### src/rtl/io_input_responder.sv
// Peripheral responder for the CPU IN instruction: stalls the CPU until a fresh
// debounced button press, then returns the synchronized switch value with a one-cycle ack.
module io_input_responder #(
    parameter int DEBOUNCE_CYCLES = 50000
) (
    input  logic        clock,
    input  logic        reset,
    input  logic        botaoPlaca,
    input  logic [3:0]  entradaDeDadosIO,
    input  logic        req_in,
    output logic [31:0] dado_in,
    output logic        ack_in,
    output logic        pausa,
    output logic        botao_estavel
);

    localparam int CW = $clog2(DEBOUNCE_CYCLES + 1);
    localparam logic [CW-1:0] CNT_LAST = CW'(DEBOUNCE_CYCLES - 1);

    typedef enum logic [1:0] {
        IDLE      = 2'd0,
        WAIT_FREE = 2'd1,
        ARMED     = 2'd2,
        DONE      = 2'd3
    } state_t;

    state_t          state_r;
    logic            s1_r, s2_r;
    logic [3:0]      sw1_r, sw2_r;
    logic            stable_r, stable_d_r;
    logic [CW-1:0]   cnt_r;
    logic            press_evt_r;

    // Two-flop synchronizers for the asynchronous button and switch pins
    always_ff @(posedge clock or negedge reset) begin
        if (!reset) begin
            s1_r  <= 1'b0;
            s2_r  <= 1'b0;
            sw1_r <= 4'd0;
            sw2_r <= 4'd0;
        end else begin
            s1_r  <= botaoPlaca;
            s2_r  <= s1_r;
            sw1_r <= entradaDeDadosIO;
            sw2_r <= sw1_r;
        end
    end

    // Debounce counter and rising-edge press detector; any bounce restarts the count
    always_ff @(posedge clock or negedge reset) begin
        if (!reset) begin
            stable_r    <= 1'b0;
            stable_d_r  <= 1'b0;
            cnt_r       <= '0;
            press_evt_r <= 1'b0;
        end else begin
            stable_d_r  <= stable_r;
            press_evt_r <= stable_r & ~stable_d_r;
            if (s2_r == stable_r) begin
                cnt_r <= '0;
            end else if (cnt_r == CNT_LAST) begin
                stable_r <= s2_r;
                cnt_r    <= '0;
            end else begin
                cnt_r <= cnt_r + CW'(1);
            end
        end
    end

    // Request FSM with registered data capture and ack pulse
    always_ff @(posedge clock or negedge reset) begin
        if (!reset) begin
            state_r <= IDLE;
            dado_in <= 32'd0;
            ack_in  <= 1'b0;
        end else begin
            ack_in <= 1'b0;
            case (state_r)
                IDLE: begin
                    if (req_in) begin
                        state_r <= stable_r ? WAIT_FREE : ARMED;
                    end else begin
                        state_r <= IDLE;
                    end
                end
                WAIT_FREE: begin
                    if (!req_in) begin
                        state_r <= IDLE;
                    end else if (!stable_r) begin
                        state_r <= ARMED;
                    end else begin
                        state_r <= WAIT_FREE;
                    end
                end
                ARMED: begin
                    // Dropping the request aborts silently; a coincident press is lost
                    if (!req_in) begin
                        state_r <= IDLE;
                    end else if (press_evt_r) begin
                        dado_in <= {28'd0, sw2_r};
                        ack_in  <= 1'b1;
                        state_r <= DONE;
                    end else begin
                        state_r <= ARMED;
                    end
                end
                DONE: begin
                    state_r <= req_in ? DONE : IDLE;
                end
                default: begin
                    state_r <= IDLE;
                end
            endcase
        end
    end

    assign pausa         = req_in & (state_r != DONE);
    assign botao_estavel = stable_r;

endmodule

### config.mk
export PLATFORM = sky130hd
export DESIGN_NAME = io_input_responder
export DESIGN_NICKNAME = d
export VERILOG_FILES = /design/src/rtl/io_input_responder.sv
export SDC_FILE = /design/constraint.sdc
export NUM_CORES = 1
export LEC_CHECK = 0
export CORE_MARGIN = 2
export CORE_UTILIZATION = 51
export CTS_CLUSTER_DIAMETER = 120
export DETAILED_ROUTE_END_ITERATION = 16
export PLACE_DENSITY = 0.83
export REMOVE_ABC_BUFFERS = 1
export SETUP_SLACK_MARGIN = 0.4
export SYNTH_ARGS = -nofsm -noshare
export SYNTH_HDL_FRONTEND = slang
export SYNTH_SLANG_ARGS = --single-unit
### constraint.sdc
create_clock -name clock -period 2.9 [get_ports clock]
set_input_delay 0.29 -clock clock [delete_from_list [all_inputs] [get_ports clock]]
set_output_delay 0.29 -clock clock [all_outputs]
set_load 0.03 [all_outputs]
# Word-level counts from Yosys, hierarchy flattened
# Cells that the tools add are included.
[totals]
regBits = 36
input_bits = 8
out_inout_bits = 35
word_cells = 37
[classes]
add_sub_neg = 1
eq_ne = 6
mux = 11
bitwise = 4
reduce_logical = 4
[op_table]
columns = ["operator", "count"]
rows = [
  ["2-to-1 mux 16 bit", 2],
  ["adder 16 x 1 -> 16 bit, second input constant", 1],
  ["equality test 16 bit, second input constant", 1],
  ["2-to-1 mux 2 bit", 4],
  ["one-hot mux 2 bit (3 select lines)", 1],
  ["equality test 2 bit, second input constant", 2],
  ["2-to-1 mux 1 bit", 4],
  ["AND reduction 3 bit", 1],
  ["AND 1 bit", 2],
  ["equality test 2 x 1 -> 1 bit, second input constant", 1],
  ["logical NOT 2 bit", 1],
  ["!= test 2 bit, second input constant", 1],
  ["inverter 1 bit", 2],
  ["AND reduction 2 bit", 1],
  ["OR reduction 2 bit", 1],
  ["equality test 1 bit", 1],
]

# Longest topological paths before layout
# Gate-level depths: netlist of run 1.
[logic_depth]
depth_word = 3
ltp_mapped = 6
depth_no_buf = 5

# Worst setup path before layout of run 1
# OpenSTA, ideal clock, no wires.
[synth_timing]
path_kind = "register to register"
startpoint = "reg cnt_r[6]"
endpoint = "reg cnt_r[15]"
setup_ps = 78
t_arrival_ps = 1570
required_ps = 2822
slack_ps = 1253
path_stages_with_launch = 6
n_path_buf = 1
period_less_slack_ps = 1647
path_cell_list = "dfrtp_1 > buf_4 > nand3_1 > or4_4 > or4_1 > a21oi_1"
[synth_via]
elab_chain_cells = 3
elab_cells_between_ends = 4
cone_classes = "add/sub (1); eq/ne (1); mux (2)"
[synth_rtl]
columns = ["element", "line_no", "source"]
rows = [
  ["from (decl)", "31", "logic [CW-1:0] cnt_r;"],
  ["from (signal assigned)", "65", "cnt_r <= cnt_r + CW'(1);"],
  ["adder 16 x 1 -> 16 bit or equality test 16 bit (tied branches)", "65, 61", ""],
  ["2-to-1 mux 16 bit *", "61", "end else if (cnt_r == CNT_LAST) begin"],
  ["2-to-1 mux 16 bit *", "59", "if (s2_r == stable_r) begin"],
]
# Mark *: on every way between the ends. The rest lies on a longest branch, timed or not.
# A chain may end at the register's enable or synchronous reset.

# Final worst setup path of run 1
[layout_timing]
startpoint = "in req_in"
endpoint = "out pausa"
[layout_via]
elab_chain_cells = 1
[layout_rtl]
columns = ["element", "line_no", "source"]
rows = [
  ["from (decl)", "10", "input logic req_in,"],
  ["AND 1 bit", "117", "assign pausa = req_in & (state_r != DONE);"],
  ["to (decl)", "13", "output logic pausa,"],
]
# No other way between the ends.

==> impl_metrics.ini, run 1 <==
[synth]
synth-compound-area-share = 0.0291
synth_area_leaders = dfrtp_1, buf_4, xnor2_1
synth_fa_ha_area_frac = 0.00766
yosys.area.top_type = dfrtp_1
synth_area_sq_um = 1630
synth.yosys.seq_area_share = 0.551
ys_warn_count = 0
dominant_combinational_cell_family_by_area_after_synthesis = simple AND/OR/NAND/NOR gates
yosys.area_share.simple = 0.184
yosys-mux-area-fraction = 0.00689
yosysUniqueCellTypes = 31
synth.avg_cell_area_sq_um = 10.5
synthesized_area_fraction_occupied_by_xor_and_xnor_cells = 0.0697
synth.ff_latch_count = 36
synth_top_area_share = 0.551
number_of_instances_in_the_synthesized_netlist = 155

[sta]
rsz0062_at_grt = false
skew_ps = 5.09
timing.final.max_slew_violations = 0
setup_tns_ps = 0
timing_hold_violations_final = 0
fin_crit_ps = 1990
period_share = 0.688
fmax_mhz = 501
setup_viol = 0

[setup_path]
critPathKind = in -> out
reg2reg_depth = 4
critical-path-max-stage-delay_ps = 700
critPathMostFrequentCell = clkdlybuf4s50_1
critical_path.endpoint_type = output port
cpMaxStageDelayCell = clkdlybuf4s50_1
critical_path.cell_chain = clkdlybuf4s50_1 > a21boi_0 > clkdlybuf4s50_1
timing.critical_path.arrival_ps = 1700
crit_path_start_kind = input port
critPathRequiredTime_ps = 2610
crit_fanout = 4

[cts]
buffer_levels_on_the_longest_clock_path = 2
cts-htree-levels = 2
cts_inserted_buffers = 5
clk_pin_slew_ps = 100
clockRootBuffer = clkbuf_4
post_cts_resize_count = 0
cts.sink_count = 36
post-cts-setup-buffer-count = 0
cts.hold.buffers_added = 0
clkLatencyLatePin_ps = 330
tritoncts_clock_tree = yes

[drt]
drt_iter0_drc = 20
finalWirelength_microns = 2470
route.detailed.wl_per_inst_microns = 11.3
final_antenna_net_count = 0
route.vias.total = 1036
drc = 0
number_of_iterations_in_the_first_detailed_routing_pass = 4
route.detailed.vias_per_inst = 4.73

[grt]
grt_use_total = 0.164
antenna_violations_before_repair = 0
grt.overflow.total = 0
grt_start_max_net_pins = 37
vias_in_the_first_global_route = 972
grt_pass1_wl_microns = 4270

[placement]
place.gp.congestion = 0.819
place.port_buffers = 14
dp_cells = 211
placed_cell_area_sq_um = 1720
post-dp-hpwl_microns = 1830

[floorplan]
core_region_area_sq_um = 3050
x_dimension_of_the_die_microns = 60.6
die_footprint_sq_um = 3670
io_pins = 43
num_rows = 20
start_util = 0.535
vertical_extent_of_the_die_microns = 60.6

[layout]
layout_commonest_cell = dfrtp_1
finalCoreUtilization = 0.583
layout.cells.most_common_list = dfrtp_1, conb_1, nand2_1
final_design_area_no_fill_sq_um = 1780
area.growth.synth_to_final_pct = 8.88
nNetsFinal = 183
final_layout_size_suffix_gt1_frac = 0.0743
fillerInstances = 268
n_antenna_cell = 0
instances_no_fill = 219

[job]
timing.max_cap.violations = 0

[pwr]
power.density_nw_per_um2 = 491
power_mw = 0.874
irDropWorstVdd_v = 0.000368
leakagePower_nw = 0.807

[outcome]
run_status = finished clean

[hold_path]
min-delay-path-class = reg -> reg
hold-path-cell-count = 0
==> metal layers <==
metal | wire length [microns] | GRT usage
met5 | 0 | 0
met1 | 966 | 0.185
met2 | 1300 | 0.278
met4 | 50 | 0.0994
met3 | 151 | 0.0448
==> worst paths after layout <==
kind                              to      from  slack (ps)
max                            pausa    req_in         910
min in group asynchronous   sw2_r[2]     reset         370
min reg2reg                 sw2_r[0]  sw1_r[0]         360
min                         sw2_r[0]  sw1_r[0]         360
max reg2reg                cnt_r[15]  cnt_r[6]        1060
max in group asynchronous   cnt_r[9]     reset        2210
==> logic make-up (layout without fill, tap and decap cells) <==
group	Yosys count	count (layout)
other cells	1	28
flops	36	36
buf+inv	36	29
compound gates	8	8
simple gates	59	59
xor+xnor	13	13
fa+ha+maj	1	1
mux	1	1
==> per-stage QoR <==
step | hold slack (ps) | setup WS (ps)
after floorplan | -5.59 | 1240
after global placement | 333 | 951
after detailed placement | 338 | 925
after CTS | 363 | 908
after global routing | 367 | 834
final | 360 | 905
==> report_power, final <==
group	leakage (nW)	total [mW]	internal, mW	switching [mW]
registers	0.474	0.520	0.513	0.00679
clock network	0.0315	0.270	0.119	0.151
logic	0.301	0.0840	0.0158	0.0683
total	0.807	0.874	0.648	0.226
==> Yosys cell counts, drive strengths merged <==
library cell and instances:
and3 1, mux2 1, and4bb 1, o31ai 1, ha 1, nand3 4, xnor2 10, nand2 17
conb 1, or2 1, inv 5, dfrtp 36, nor4 2, nand4b 2, buf 29, nor4b 1
xor2 3, clkbuf 1, nor2 16, or3 1, o21ai 2, nor4bb 1, nor2b 1, a21boi 2
a21oi 3, clkinv 1, nor3 4, or4 2, nand4 5
==> worst max-delay path: cells and delay by family <==
| family | cells | cell delay, ps |
|---|---|---|
| buffers and inverters | 2 | 1220 |
| AO/OA/AOI/OAI | 1 | 200 |
==> state kept, by name, summed over array words and instances (netlist names) <==
signal,count
s2_r,1
state_r,2
s1_r,1
botao_estavel,1
sw1_r,4
cnt_r,16
press_evt_r,1
sw2_r,4
stable_d_r,1
dado_in,4
ack_in,1
==> final cells by class <==
| type | instances | area, sq um | area share |
|---|---|---|---|
| clock buffer | 7 | 55.1 | 0.0309 |
| clock inverter | 1 | 7.51 | 0.00422 |
| inverter | 6 | 22.5 | 0.0127 |
| multi-input combinational | 110 | 591 | 0.332 |
| sequential | 36 | 901 | 0.506 |
| tap | 44 | 55.1 | 0.0309 |
| timing repair buffer | 15 | 148 | 0.0830 |
No activity file was read; power rests on OpenSTA's default activity.
==> inputs of run 2 (changes only) <==
--- a/config.mk
+++ b/config.mk
@@ -6,10 +6,10 @@
 export NUM_CORES = 1
 export LEC_CHECK = 0
 export CORE_MARGIN = 2
-export CORE_UTILIZATION = 51
+export CORE_UTILIZATION = 43
 export CTS_CLUSTER_DIAMETER = 120
 export DETAILED_ROUTE_END_ITERATION = 16
-export PLACE_DENSITY = 0.83
+export PLACE_DENSITY = 0.75
 export REMOVE_ABC_BUFFERS = 1
 export SETUP_SLACK_MARGIN = 0.4
 export SYNTH_ARGS = -nofsm -noshare
==> constraint.sdc (replaced) <==
create_clock -name clock -period 1.8 [get_ports clock]
set_input_delay 0.18 -clock clock [delete_from_list [all_inputs] [get_ports clock]]
set_output_delay 0.18 -clock clock [all_outputs]
set_load 0.03 [all_outputs]
==> run 2 against run 1 <==
Die area rose by 17%; hold slack got worse by 51 ps; critical path depth rose by 2; combinational power rose by 64%; first-iteration DRC count rose to 3.0 times the previous value; sequential share of layout area fell by 3.7 points.
==> impl_metrics.ini, run 2 (synthesized netlist as in run 1, its figures left out) <==
[outcome]
run_status = finished clean

[hold_path]
min-delay-path-class = in -> async

[sta]
timing.final.max_slew_violations = 0
fmax_mhz = 613
skew_ps = 9.53
timing_hold_violations_final = 0
rsz0062_at_grt = true
fin_crit_ps = 1630
setup_viol = 0
period_share = 0.907
setup_tns_ps = 0

[setup_path]
timing.critical_path.buf_inv = 2
path_delay_family = simple AND/OR/NAND/NOR gates
cpMaxStageDelayCell = or4_4
timing.critical_path.arrival_ps = 1840
critPathRequiredTime_ps = 2010
critical_path.endpoint_type = flip-flop
critPathKind = reg -> reg
crit_fanout = 3
crit_path_start_kind = flip-flop
critical_path.cell_chain = clkinv_2 > or4_4 > buf_6 > or3_1 > a21oi_1
critical-path-max-stage-delay_ps = 520

[cts]
clockRootBuffer = clkbuf_8
cts_inserted_buffers = 5
cts-htree-levels = 2
cts.sink_count = 36
tritoncts_clock_tree = yes
cts.hold.buffers_added = 0
clkLatencyLatePin_ps = 290
clk_pin_slew_ps = 80
buffer_levels_on_the_longest_clock_path = 2

[grt]
antenna_violations_before_repair = 0
grt_pass1_wl_microns = 4170
vias_in_the_first_global_route = 929
grt.overflow.total = 0
grt_start_max_net_pins = 37
grt_use_total = 0.130

[drt]
drt_iter0_drc = 60
route.vias.total = 1060
route.detailed.vias_per_inst = 4.49
number_of_iterations_in_the_first_detailed_routing_pass = 2
route.detailed.wl_per_inst_microns = 10.5
drc = 0
final_antenna_net_count = 0
finalWirelength_microns = 2470

[layout]
nNetsFinal = 196
top_register = cnt_r
layout_commonest_cell = dfrtp_1
number_of_flip_flops_in_the_largest_register = 16
final_layout_size_suffix_gt1_frac = 0.181
multi_input_comb_area_sq_um = 609
area.growth.synth_to_final_pct = 17.7
layout.area.seq_sq_um = 902
finalCoreUtilization = 0.525
n_antenna_cell = 0
fillerInstances = 321
layout.cells.most_common_list = dfrtp_1, conb_1, nand2_1

[floorplan]
num_rows = 22
die_footprint_sq_um = 4310
vertical_extent_of_the_die_microns = 65.6
x_dimension_of_the_die_microns = 65.6
core_region_area_sq_um = 3660
io_pins = 43
start_util = 0.446

[job]
timing.max_cap.violations = 0

[pwr]
clock_power_share = 0.359
leakagePower_nw = 0.925
int_power_mw = 1.12
netSwitchingFraction = 0.262
p_switching_mw = 0.399
seqPwrFrac = 0.550
irDropWorstVdd_v = 0.000354
power.density_nw_per_um2 = 792
power_frac_comb = 0.090

[placement]
place.port_buffers = 14
post-dp-hpwl_microns = 1700
place.gp.congestion = 0.864
[run 2: cell types whose count changed in the layout (fill, tap and decap cells not counted), moves of 2 or more]
cell,previous run,this run
clkbuf_4,5,0
clkinv_2,0,3
buf_4,1,12
clkdlybuf4s50_1,14,7
clkbuf_8,1,5
dlygate4sd2_1,0,6
buf_6,0,2
[run 2: cell type report]
type | count | share of cell area
inverter | 6 | 0.0124
clock inverter | 3 | 0.00976
clock buffer | 5 | 0.0358
timing repair buffer | 28 | 0.125
sequential | 36 | 0.469
multi-input combinational | 110 | 0.317
tap | 48 | 0.0312
[run 2: power by group through the flow]
| stage | logic, mW | registers [mW] | clock network, mW |
|---|---|---|---|
| after floorplan | 0.0954 | 0.851 | 0 |
| after global placement | 0.138 | 0.853 | 0 |
| after detailed placement | 0.139 | 0.854 | 0 |
| after CTS | 0.139 | 0.838 | 0.566 |
| after global routing | 0.150 | 0.840 | 0.606 |
| final | 0.138 | 0.839 | 0.547 |
[run 2: layer usage]
| metal | wire (microns) | part of all wire | vias to the layer above | GRT usage |
|---|---|---|---|---|
| li1 | - | - | 515 | - |
| met2 | 1100 | 0.45 | 33 | 0.183 |
| met3 | 119 | 0.048 | 5 | 0.0428 |
| met5 | 0 | 0 | - | 0 |
| met1 | 1200 | 0.49 | 507 | 0.174 |
| met4 | 45 | 0.018 | 0 | 0.0755 |
[run 2: stage by stage]
step	hold WS (ps)	power [mW]	std cells	cell area, sq um	setup WS [ps]
after global routing	315	1.60	236	1920	148
after global placement	332	0.991	224	1790	114
after detailed placement	335	0.993	224	1790	87.7
after floorplan	-116	0.947	152	1510	145
final	309	1.52	236	1920	168
after CTS	324	1.54	236	1910	198
[run 2: worst reg2reg max path: stages, from the launching register on]
cell	delay, ps
dfrtp_1	410
clkinv_2	70
or4_4	520
buf_6	140
or3_1	300
a21oi_1	130
[run 2: what timing repair did]
action,CTS,global route
pin swaps,5,1
setup buffers,4,0
resized for setup,10,8
setup endpoints to repair,23,18
[run 2: final timing paths]
path                                   to  depth (start not counted)  slack (ps)                 from
worst max-delay path            cnt_r[14]                          5         170            cnt_r[13]
worst min-delay path             cnt_r[1]                          2         310                reset
worst max register to register  cnt_r[14]                          5         170            cnt_r[13]
worst min register to register   sw2_r[3]                          0         350             sw1_r[3]
max in group asynchronous        cnt_r[2]                          2        1160                reset
min in group clock               sw1_r[3]                          1         330  entradaDeDadosIO[3]
